[src/rtl/led_blink_ctrl.sv]
// led_blink_ctrl: memory-mapped LED controller on the memorio bus.
// Registers: DATA (0), BLINK_MASK (1), BLINK_DIV (2), TOGGLE (3).
// All state updates on the falling edge of led_clk.
// ledrst clears every register asynchronously.
// Masked LEDs blink with a half-period of BLINK_DIV cycles.
// ledrst_ind stays lit until software first writes DATA or TOGGLE.
module led_blink_ctrl #(
  parameter int NUM_LEDS = 16,
  parameter int DIV_W    = 24,
  parameter logic [DIV_W-1:0] DIV_RESET = {DIV_W{1'b0}}
) (
  input  logic                led_clk,
  input  logic                ledrst,
  input  logic                ledcs,
  input  logic                ledwrite,
  input  logic                ledread,
  input  logic [1:0]          ledaddr,
  input  logic [31:0]         ledwdata,
  output logic [31:0]         ledrdata,
  output logic [NUM_LEDS-1:0] ledout,
  output logic                ledrst_ind
);

  localparam logic [DIV_W-1:0] DIV_ZERO = {DIV_W{1'b0}};
  localparam logic [DIV_W-1:0] DIV_ONE  = DIV_W'(1'b1);

  // Architectural registers
  logic [NUM_LEDS-1:0] data_r;
  logic [NUM_LEDS-1:0] mask_r;
  logic [DIV_W-1:0]    div_r;
  logic [DIV_W-1:0]    cnt_r;
  logic                phase_r;
  logic [31:0]         rdata_r;
  logic                ind_r;

  // Next-state values
  logic [NUM_LEDS-1:0] data_nxt_s;
  logic [NUM_LEDS-1:0] mask_nxt_s;
  logic [DIV_W-1:0]    div_nxt_s;
  logic [DIV_W-1:0]    cnt_nxt_s;
  logic                phase_nxt_s;
  logic [31:0]         rdata_nxt_s;
  logic                ind_nxt_s;

  // Bus decode
  logic                wr_s;
  logic                rd_s;
  logic                div_wr_s;
  logic [NUM_LEDS-1:0] wled_s;
  logic [DIV_W-1:0]    wdiv_s;
  logic [NUM_LEDS-1:0] led_s;
  logic                wdata_unused_s;

  // A write takes priority over a read issued in the same cycle.
  assign wr_s     = ledcs & ledwrite;
  assign rd_s     = ledcs & ledread & ~ledwrite;
  assign div_wr_s = wr_s & (ledaddr == 2'd2);
  assign wled_s   = ledwdata[NUM_LEDS-1:0];
  assign wdiv_s   = ledwdata[DIV_W-1:0];

  // Bits above the register width carry no meaning.
  assign wdata_unused_s = ^ledwdata;

  // A masked LED is lit only during the "on" half of the blink.
  assign led_s  = data_r & (~mask_r | {NUM_LEDS{phase_r}});
  assign ledout = led_s;

  assign ledrdata   = rdata_r;
  assign ledrst_ind = ind_r;

  // Register file writes, read-data capture and the reset indicator.
  always_comb begin
    data_nxt_s  = data_r;
    mask_nxt_s  = mask_r;
    div_nxt_s   = div_r;
    rdata_nxt_s = rdata_r;
    ind_nxt_s   = ind_r;
    if (wr_s) begin
      case (ledaddr)
        2'd0: begin
          data_nxt_s = wled_s;
          ind_nxt_s  = 1'b0;
        end
        2'd1: mask_nxt_s = wled_s;
        2'd2: div_nxt_s  = wdiv_s;
        2'd3: begin
          data_nxt_s = data_r ^ wled_s;
          ind_nxt_s  = 1'b0;
        end
        default: data_nxt_s = data_r;
      endcase
    end else if (rd_s) begin
      case (ledaddr)
        2'd0:    rdata_nxt_s = 32'(data_r);
        2'd1:    rdata_nxt_s = 32'(mask_r);
        2'd2:    rdata_nxt_s = 32'(div_r);
        2'd3:    rdata_nxt_s = 32'(led_s);
        default: rdata_nxt_s = rdata_r;
      endcase
    end else begin
      rdata_nxt_s = rdata_r;
    end
  end

  // Blink divider: a DIV write restarts lit; div 0 freezes the phase on.
  // The >= compare lets a counter left above a smaller divider wrap at once.
  always_comb begin
    cnt_nxt_s   = cnt_r;
    phase_nxt_s = phase_r;
    if (div_wr_s) begin
      cnt_nxt_s   = DIV_ZERO;
      phase_nxt_s = 1'b1;
    end else if (div_r == DIV_ZERO) begin
      cnt_nxt_s   = DIV_ZERO;
      phase_nxt_s = 1'b1;
    end else if (cnt_r >= (div_r - DIV_ONE)) begin
      cnt_nxt_s   = DIV_ZERO;
      phase_nxt_s = ~phase_r;
    end else begin
      cnt_nxt_s   = cnt_r + DIV_ONE;
      phase_nxt_s = phase_r;
    end
  end

  // State update on the falling clock edge with asynchronous reset.
  always_ff @(negedge led_clk or posedge ledrst) begin
    if (ledrst) begin
      data_r  <= {NUM_LEDS{1'b0}};
      mask_r  <= {NUM_LEDS{1'b0}};
      div_r   <= DIV_RESET;
      cnt_r   <= DIV_ZERO;
      phase_r <= 1'b1;
      rdata_r <= 32'h0000_0000;
      ind_r   <= 1'b1;
    end else begin
      data_r  <= data_nxt_s;
      mask_r  <= mask_nxt_s;
      div_r   <= div_nxt_s;
      cnt_r   <= cnt_nxt_s;
      phase_r <= phase_nxt_s;
      rdata_r <= rdata_nxt_s;
      ind_r   <= ind_nxt_s;
    end
  end

endmodule

[config.mk]
export PLATFORM = sky130hd
export DESIGN_NAME = led_blink_ctrl
export DESIGN_NICKNAME = d
export VERILOG_FILES = /design/src/rtl/led_blink_ctrl.sv
export SDC_FILE = /design/constraint.sdc
export NUM_CORES = 1
export LEC_CHECK = 0
export CORE_MARGIN = 5
export CORE_UTILIZATION = 35
export CTS_CLUSTER_DIAMETER = 40
export DETAILED_ROUTE_END_ITERATION = 8
export HOLD_SLACK_MARGIN = 0.15
export PLACE_DENSITY = 0.53
export SYNTH_ARGS = -nofsm -noshare
export SYNTH_HDL_FRONTEND = slang
export SYNTH_SLANG_ARGS = --single-unit
export TNS_END_PERCENT = 10
[constraint.sdc]
create_clock -name led_clk -period 5.05 [get_ports led_clk]
set_clock_uncertainty 0.1 [all_clocks]
set_input_delay 0.7575 -clock led_clk [delete_from_list [all_inputs] [get_ports led_clk]]
set_output_delay 0.7575 -clock led_clk [all_outputs]
set_load 0.1 [all_outputs]
; Word level (Yosys, flattened, before mapping)
; Index checks and enable logic that the tools add are counted.
; Widths: inputs -> output; s select.
[word_totals]
ff_bits = 114
[op_classes]
addsub = 2
order_cmp = 1
n_eq_ne = 3
n_mux = 8
bitwise_logic = 11
n_reduce_logical = 10
[op_table]
columns = operator, n
row1 = $pmux 32 s4, 1
row2 = $mux 24, 3
row3 = $pmux 16 s2, 1
row4 = $add 24x1->24 const B, 1
row5 = $ge 24x24->1, 1
row6 = $logic_not 24->1, 1
row7 = $sub 24x1->24 const B, 1
row8 = $and 16x16->16, 1
row9 = $not 16->16, 1
row10 = $or 16x16->16, 1
row11 = $xor 16x16->16, 1
row12 = $reduce_and 2->1, 5
row13 = $and 1x1->1, 4
row14 = $eq 2x2->1 const B, 2
row15 = $mux 1, 3
row16 = $not 1->1, 3
row17 = $reduce_bool 3->1, 1
row18 = $eq 2x1->1 const B, 1
row19 = $logic_not 2->1, 1
row20 = $reduce_bool 2->1, 1
row21 = $reduce_or 2->1, 1

; Logic depth before layout (Yosys ltp)
; Gate-level depths: netlist (run 1).
[logic_depth]
word_depth = 5
ltp_mapped = 15
depth_no_buf = 14

==> results.sh, run 1 <==
export IMPL_run_status="complete, but fails checks"
export IMPL_violations="negative setup slack"
export IMPL_cts_root_buffer="clkbuf_16"
export IMPL_finalHoldViolations=0
export IMPL_first_global_vias=4821
export IMPL_place_port_buffers=71
export IMPL_drt_pass1_iterations=6
export IMPL_synth_top_flop_cell="dfrtn_1"
export IMPL_worst_ep_required_time_ns=4.19
export IMPL_gr_total_overflow=0
export IMPL_multi_input_comb_area_um2=3110
export IMPL_p_total_uw=3230
export IMPL_ctsLongestPathBuffers=2
export IMPL_place_inst=894
export IMPL_fin_ws_ns=-0.0309
export IMPL_drt_iter0_markers=391
export IMPL_path_class="flip-flop to primary output"
export IMPL_n_fill_cell=1600
export IMPL_slew_headroom=0.573
export IMPL_placementRows=47
export IMPL_track_usage=0.160
export IMPL_synthTopCellsByArea="dfrtn_1, mux2_2, ha_1, a21oi_1, nor2_1"
export IMPL_grt_pass1_wl_um=25500
export IMPL_core_area_um2=16600
export IMPL_critPathCaptureType="primary output"
export IMPL_synth_area_um2=5920
export IMPL_critPathArrivalTime_ns=4.22
export IMPL_yosysWarnings=0
export IMPL_busiest_layer="met2"
export IMPL_critPathLaunchType="flip-flop"
export IMPL_cp_slowest_cell="dfstp_2"
export IMPL_crit_path_max_incr_delay_ns=0.53
export IMPL_vias=4781
export IMPL_final_cells=911
export IMPL_ys_async_sr_fraction=1.00
export IMPL_nets=756
export IMPL_grt_use_met1=0.209
export IMPL_synth_most_common_cell="dfrtn_1"
export IMPL_drtAntennaViolNets=0
export IMPL_drive_above_1_share=0.217
export IMPL_drv_cap=0
export IMPL_via_per_inst=5.25
export IMPL_synth_common_cells="dfrtn_1, nor2_1, nand2_1"
export IMPL_die_w_um=140
export IMPL_routedWlPerCell_um=17.1
export IMPL_synth_edf_count=0
export IMPL_crit_chain="inv_1, buf_12, a21boi_1, buf_12"
export IMPL_numCtsBuffers=9
export IMPL_die_height_um=140
export IMPL_use_met3=0.0283
export IMPL_cp_common_cell="buf_12"
export IMPL_netlist_cell_type_count=47
export IMPL_setup_viol=6
export IMPL_gp_congestion=0.765
export IMPL_use_met2=0.274
export IMPL_routed_wl_um=15500
export IMPL_ir_worst_vdd_uv=301
export IMPL_final_cell_area_um2=7630
export IMPL_final_util=0.460
export IMPL_cts_tree="built"
export IMPL_grt_max_degree=49
export IMPL_rsz0062_at_grt="yes"
export IMPL_whs_path_depth=1
export IMPL_placed_area_um2=7300
export IMPL_syn_area_per_cell_um2=9.79
export IMPL_hpwlAfterDp_um=11300
export IMPL_synth_cells=605
export IMPL_synth_seq_cells=106
export IMPL_synth_top_cell_by_area="dfrtn_1"
export IMPL_start_util=0.357
export IMPL_p_per_area_nw_per_um2=424
export IMPL_post_cts_resized=5
export IMPL_critPathMaxFanout=16
export IMPL_path_clk_slew_ns=0.05
export IMPL_insertion_delay_ns=0.40
export IMPL_antenna_found_initial=0
export IMPL_drc=0
export IMPL_slew_violations=0
export IMPL_leakage_uw=0.00332
export IMPL_cts_hold_fix_buffers=0
export IMPL_seq_area_um2=2660
export IMPL_ctsHtreeMaxLevel=3
export IMPL_dieArea_um2=19600
export IMPL_hold_path_class="flip-flop to flip-flop"
export IMPL_flow_area_growth_from_synthesis_pct=28.9
export IMPL_tightest_slew_ns=0.639
export IMPL_ys_seq_area_frac=0.448
export IMPL_synth_top_area_share=0.439
export IMPL_clock_sinks=106
export IMPL_preCtsSetupSlack_ns=-0.232
export IMPL_diodes=0
export IMPL_design_portCount=88
export IMPL_postCtsSetupBuffers=0
export IMPL_rr_worst_depth=11
final timing paths:
path	start	endpoint	slack, ns
min in group asynchronous	ledrst	ledrdata[13]$_DFFE_NP0P_	3.15
max in group asynchronous	ledrst	cnt_r[19]$_DFF_NP0_	1.14
hold reg to reg	cnt_r[0]$_DFF_NP0_	cnt_r[0]$_DFF_NP0_	0.32
setup / recovery	phase_r$_DFFE_NP1P_	ledout[2]	-0.03
setup reg to reg	div_r[6]$_DFFE_NP0P_	cnt_r[6]$_DFF_NP0_	1.26
hold / removal	cnt_r[0]$_DFF_NP0_	cnt_r[0]$_DFF_NP0_	0.32
worst max-delay path, delay by kind of cell (launching register included):
kind / cells / cell delay (ns)
flip-flops: 1 / 0.53
buffers and inverters: 3 / 0.45
AO/OA/AOI/OAI: 1 / 0.30
sequential cells by signal, summed over array words and instances (netlist names):
name and flops:
phase_r 1, cnt_r 24, mask_r 16, ledrst_ind 1, ledrdata 24, div_r 24
data_r 16
kinds of logic after synthesis:
family	Yosys count	synth area share
flip-flops	106	0.448
multiplexers	40	0.0760
buffers and inverters	50	0.0380
AO/OA/AOI/OAI	137	0.145
other	1	0.000633
XOR/XNOR	44	0.0651
AND/OR/NAND/NOR	196	0.162
adder cells (fa/ha/maj)	31	0.0655
power by group:
| group | leakage (uW) | total, uW | internal (uW) | switching, uW |
|---|---|---|---|---|
| registers | 0.00134 | 1210 | 1020 | 190 |
| logic | 0.00183 | 1310 | 463 | 851 |
| clock network | 0.000156 | 707 | 351 | 356 |
stage by stage:
| stage | TNS [ns] | hold WS [ns] |
|---|---|---|
| global route | -0.748 | 0.353 |
| finish | -0.118 | 0.322 |
| global placement | -11.14 | 0.313 |
| detailed placement | -12.71 | 0.324 |
| floorplan | -7.96 | 0.288 |
| CTS | -0.420 | 0.325 |
placed cells by master (no fill, tap or decap), drive strengths merged, types with 6 or more instances in the layout:
master / n
nor3: 11
conb: 8
nand3: 30
clkdlybuf4s50: 30
inv: 16
nand2: 55
a21boi: 17
ha: 31
or4: 6
a21oi: 52
dfrtn: 104
mux2: 40
xnor2: 24
a222oi: 16
clkbuf: 9
o21ai: 39
xor2: 20
nor2: 65
buf: 69
routing by layer:
layer	up-vias	routed length [um]	share of wire
met5	-	0	0
met4	0	194	0.012
met3	18	608	0.039
met2	107	7790	0.50
met1	2348	6950	0.45
li1	2308	-	-
layout make-up:
| cell class | instances | area share |
|---|---|---|
| Tap cell | 220 | 0.0361 |
| Clock buffer | 9 | 0.0295 |
| Timing Repair Buffer | 99 | 0.163 |
| Sequential cell | 106 | 0.348 |
| Clock inverter | 9 | 0.0103 |
| Inverter | 12 | 0.00639 |
| Multi-Input combinational cell | 456 | 0.407 |
Power figures use the tool's default switching activity.
==> run 2, diff against run 1 <==
==> constraint.sdc (replaced) <==
create_clock -name led_clk -period 5.3 [get_ports led_clk]
set_clock_uncertainty 0.1 [all_clocks]
set_input_delay 0.795 -clock led_clk [delete_from_list [all_inputs] [get_ports led_clk]]
set_output_delay 0.795 -clock led_clk [all_outputs]
set_load 0.1 [all_outputs]
==> run 2 against run 1 <==
The flow now finishes without violations. Register-to-register slack better by 0.23 ns. Routed wire length is 0.63% lower. Sequential power is 4% lower. Sequential share of layout area hardly changed. Core utilization hardly changed. Final cell count is 0.44% lower. Clock power is 2% higher. Largest cell class unchanged. Largest power group unchanged.
==> results.sh, run 2 (synthesis gave the netlist of run 1 again) <==
export IMPL_diodes=0
export IMPL_hpwlAfterDp_um=11200
export IMPL_final_common_cell="dfrtn_1"
export IMPL_placed_area_um2=7190
export IMPL_p_per_area_nw_per_um2=412
export IMPL_track_usage=0.159
export IMPL_whs_path_depth=1
export IMPL_layout_common_cells="dfrtn_1, nor2_1, nand2_1, a21oi_1, mux2_2"
export IMPL_drc=0
export IMPL_hold_path_class="flip-flop to flip-flop"
export IMPL_crit_family="flip-flops"
export IMPL_routedWlPerCell_um=17.0
export IMPL_min_to="cnt_r[0]$_DFF_NP0_"
export IMPL_vias=4689
export IMPL_critPathCaptureType="primary output"
export IMPL_reg2reg_from="div_r[6]$_DFFE_NP0P_"
export IMPL_final_cell_area_um2=7630
export IMPL_numCtsBuffers=9
export IMPL_ir_worst_vdd_uv=225
export IMPL_start_util=0.357
export IMPL_place_inst=890
export IMPL_rr_worst_depth=11
export IMPL_path_clk_slew_ns=0.05
export IMPL_ctsHtreeMaxLevel=3
export IMPL_drtAntennaViolNets=0
export IMPL_multi_input_comb_area_um2=3180
export IMPL_nets=752
export IMPL_antenna_found_initial=0
export IMPL_leakage_uw=0.00333
export IMPL_grt_max_degree=52
export IMPL_finalHoldViolations=0
export IMPL_die_w_um=140
export IMPL_path_class="flip-flop to primary output"
export IMPL_drive_above_1_share=0.217
export IMPL_crit_chain="inv_1, a21boi_1, buf_12"
export IMPL_slew_violations=0
export IMPL_worst_ep_required_time_ns=4.41
export IMPL_critPathArrivalTime_ns=4.38
export IMPL_via_per_inst=5.17
export IMPL_dieArea_um2=19600
export IMPL_cts_tree="built"
export IMPL_cts_root_buffer="clkbuf_16"
export IMPL_placementRows=47
export IMPL_cp_slowest_cell="dfstp_2"
export IMPL_n_fill_cell=1600
export IMPL_rsz0062_at_grt="yes"
export IMPL_first_global_vias=4767
export IMPL_drt_pass1_iterations=5
export IMPL_hold_start="cnt_r[0]$_DFF_NP0_"
export IMPL_design_portCount=88
export IMPL_critPathLaunchType="flip-flop"
export IMPL_postCtsSetupBuffers=0
export IMPL_gr_total_overflow=0
export IMPL_r2r_slack_ns=1.49
export IMPL_crit_path_max_incr_delay_ns=0.52
export IMPL_cts_hold_fix_buffers=0
export IMPL_insertion_delay_ns=0.41
export IMPL_cp_depth=3
export IMPL_slew_headroom=0.638
export IMPL_setup_viol=0
export IMPL_run_status="complete, no violations"
export IMPL_grt_pass1_wl_um=25000
export IMPL_tightest_slew_ns=0.539
export IMPL_place_port_buffers=71
export IMPL_seq_area_um2=2660
export IMPL_critPathMaxFanout=6
export IMPL_timing_hold_ws_ns=0.320
export IMPL_core_area_um2=16600
export IMPL_ctsLongestPathBuffers=2
export IMPL_final_cells=907
export IMPL_r2r_end="cnt_r[14]$_DFF_NP0_"
export IMPL_clock_sinks=106
export IMPL_die_height_um=140
export IMPL_flow_area_growth_from_synthesis_pct=28.8
export IMPL_routed_wl_um=15400
export IMPL_gp_congestion=0.747
export IMPL_drv_cap=0
export IMPL_path_buf_inv=2
export IMPL_drt_iter0_markers=319
## run 2: changes by cell type in the layout (fill, tap and decap cells not counted)
cell | previous run | this run
buf_4 | 35 | 36
a21boi_2 | 9 | 3
bufinv_16 | 0 | 1
inv_6 | 2 | 3
clkinvlp_4 | 1 | 2
buf_6 | 0 | 1
a21boi_1 | 7 | 4
a21boi_4 | 0 | 9
buf_12 | 34 | 28
clkinv_4 | 3 | 0
## run 2: cell type report
type / instances / area share
timing repair buffer: 95 / 0.150
inverter: 12 / 0.00640
clock inverter: 9 / 0.0130
clock buffer: 9 / 0.0295
tap: 220 / 0.0361
sequential: 106 / 0.348
multi-input combinational: 456 / 0.417
## run 2: timing repair
item | CTS | global route
gates resized for setup | 8 | 14
setup endpoints to repair | 12 | 13
endpoints found under the hold margin | 0 | 0
## run 2: worst max path at each step
stage / from / end / slack (ns)
6_report: phase_r$_DFFE_NP1P_ / ledout[8] / 0.03
5_1_grt: phase_r$_DFFE_NP1P_ / ledout[8] / -0.03
2_1_floorplan: phase_r$_DFFE_NP1P_ / ledout[0] / -0.49
3_5_place_dp: ledaddr[0] / cnt_r[14]$_DFF_NP0_ / -0.14
4_1_cts: phase_r$_DFFE_NP1P_ / ledout[6] / -0.08
3_3_place_gp: ledaddr[0] / ledrdata[1]$_DFFE_NP0P_ / -0.09
## run 2: layer usage
layer | vias up | global-route usage | share of wire
met2 | 84 | 0.271 | 0.52
met5 | - | 0 | 0
met3 | 16 | 0.0341 | 0.038
met1 | 2293 | 0.203 | 0.43
li1 | 2296 | - | -
met4 | 0 | 0.0454 | 0.014
## run 2: stage by stage
step	total power, uW	TNS [ns]	worst slack [ns]	util
2_1_floorplan	2020	-6.56	-0.490	-
3_3_place_gp	2380	-2.51	-0.0872	0.434
3_5_place_dp	2410	-3.78	-0.137	0.434
4_1_cts	3160	-0.343	-0.0789	0.455
5_1_grt	3310	-0.0993	-0.0299	0.460
6_report	3140	0	0.0263	0.460
## run 2: power by group
| part | internal [uW] | switching, uW |
|---|---|---|
| Sequential | 974 | 190 |
| Clock | 381 | 338 |
| Combinational | 449 | 808 |
| Total | 1800 | 1340 |
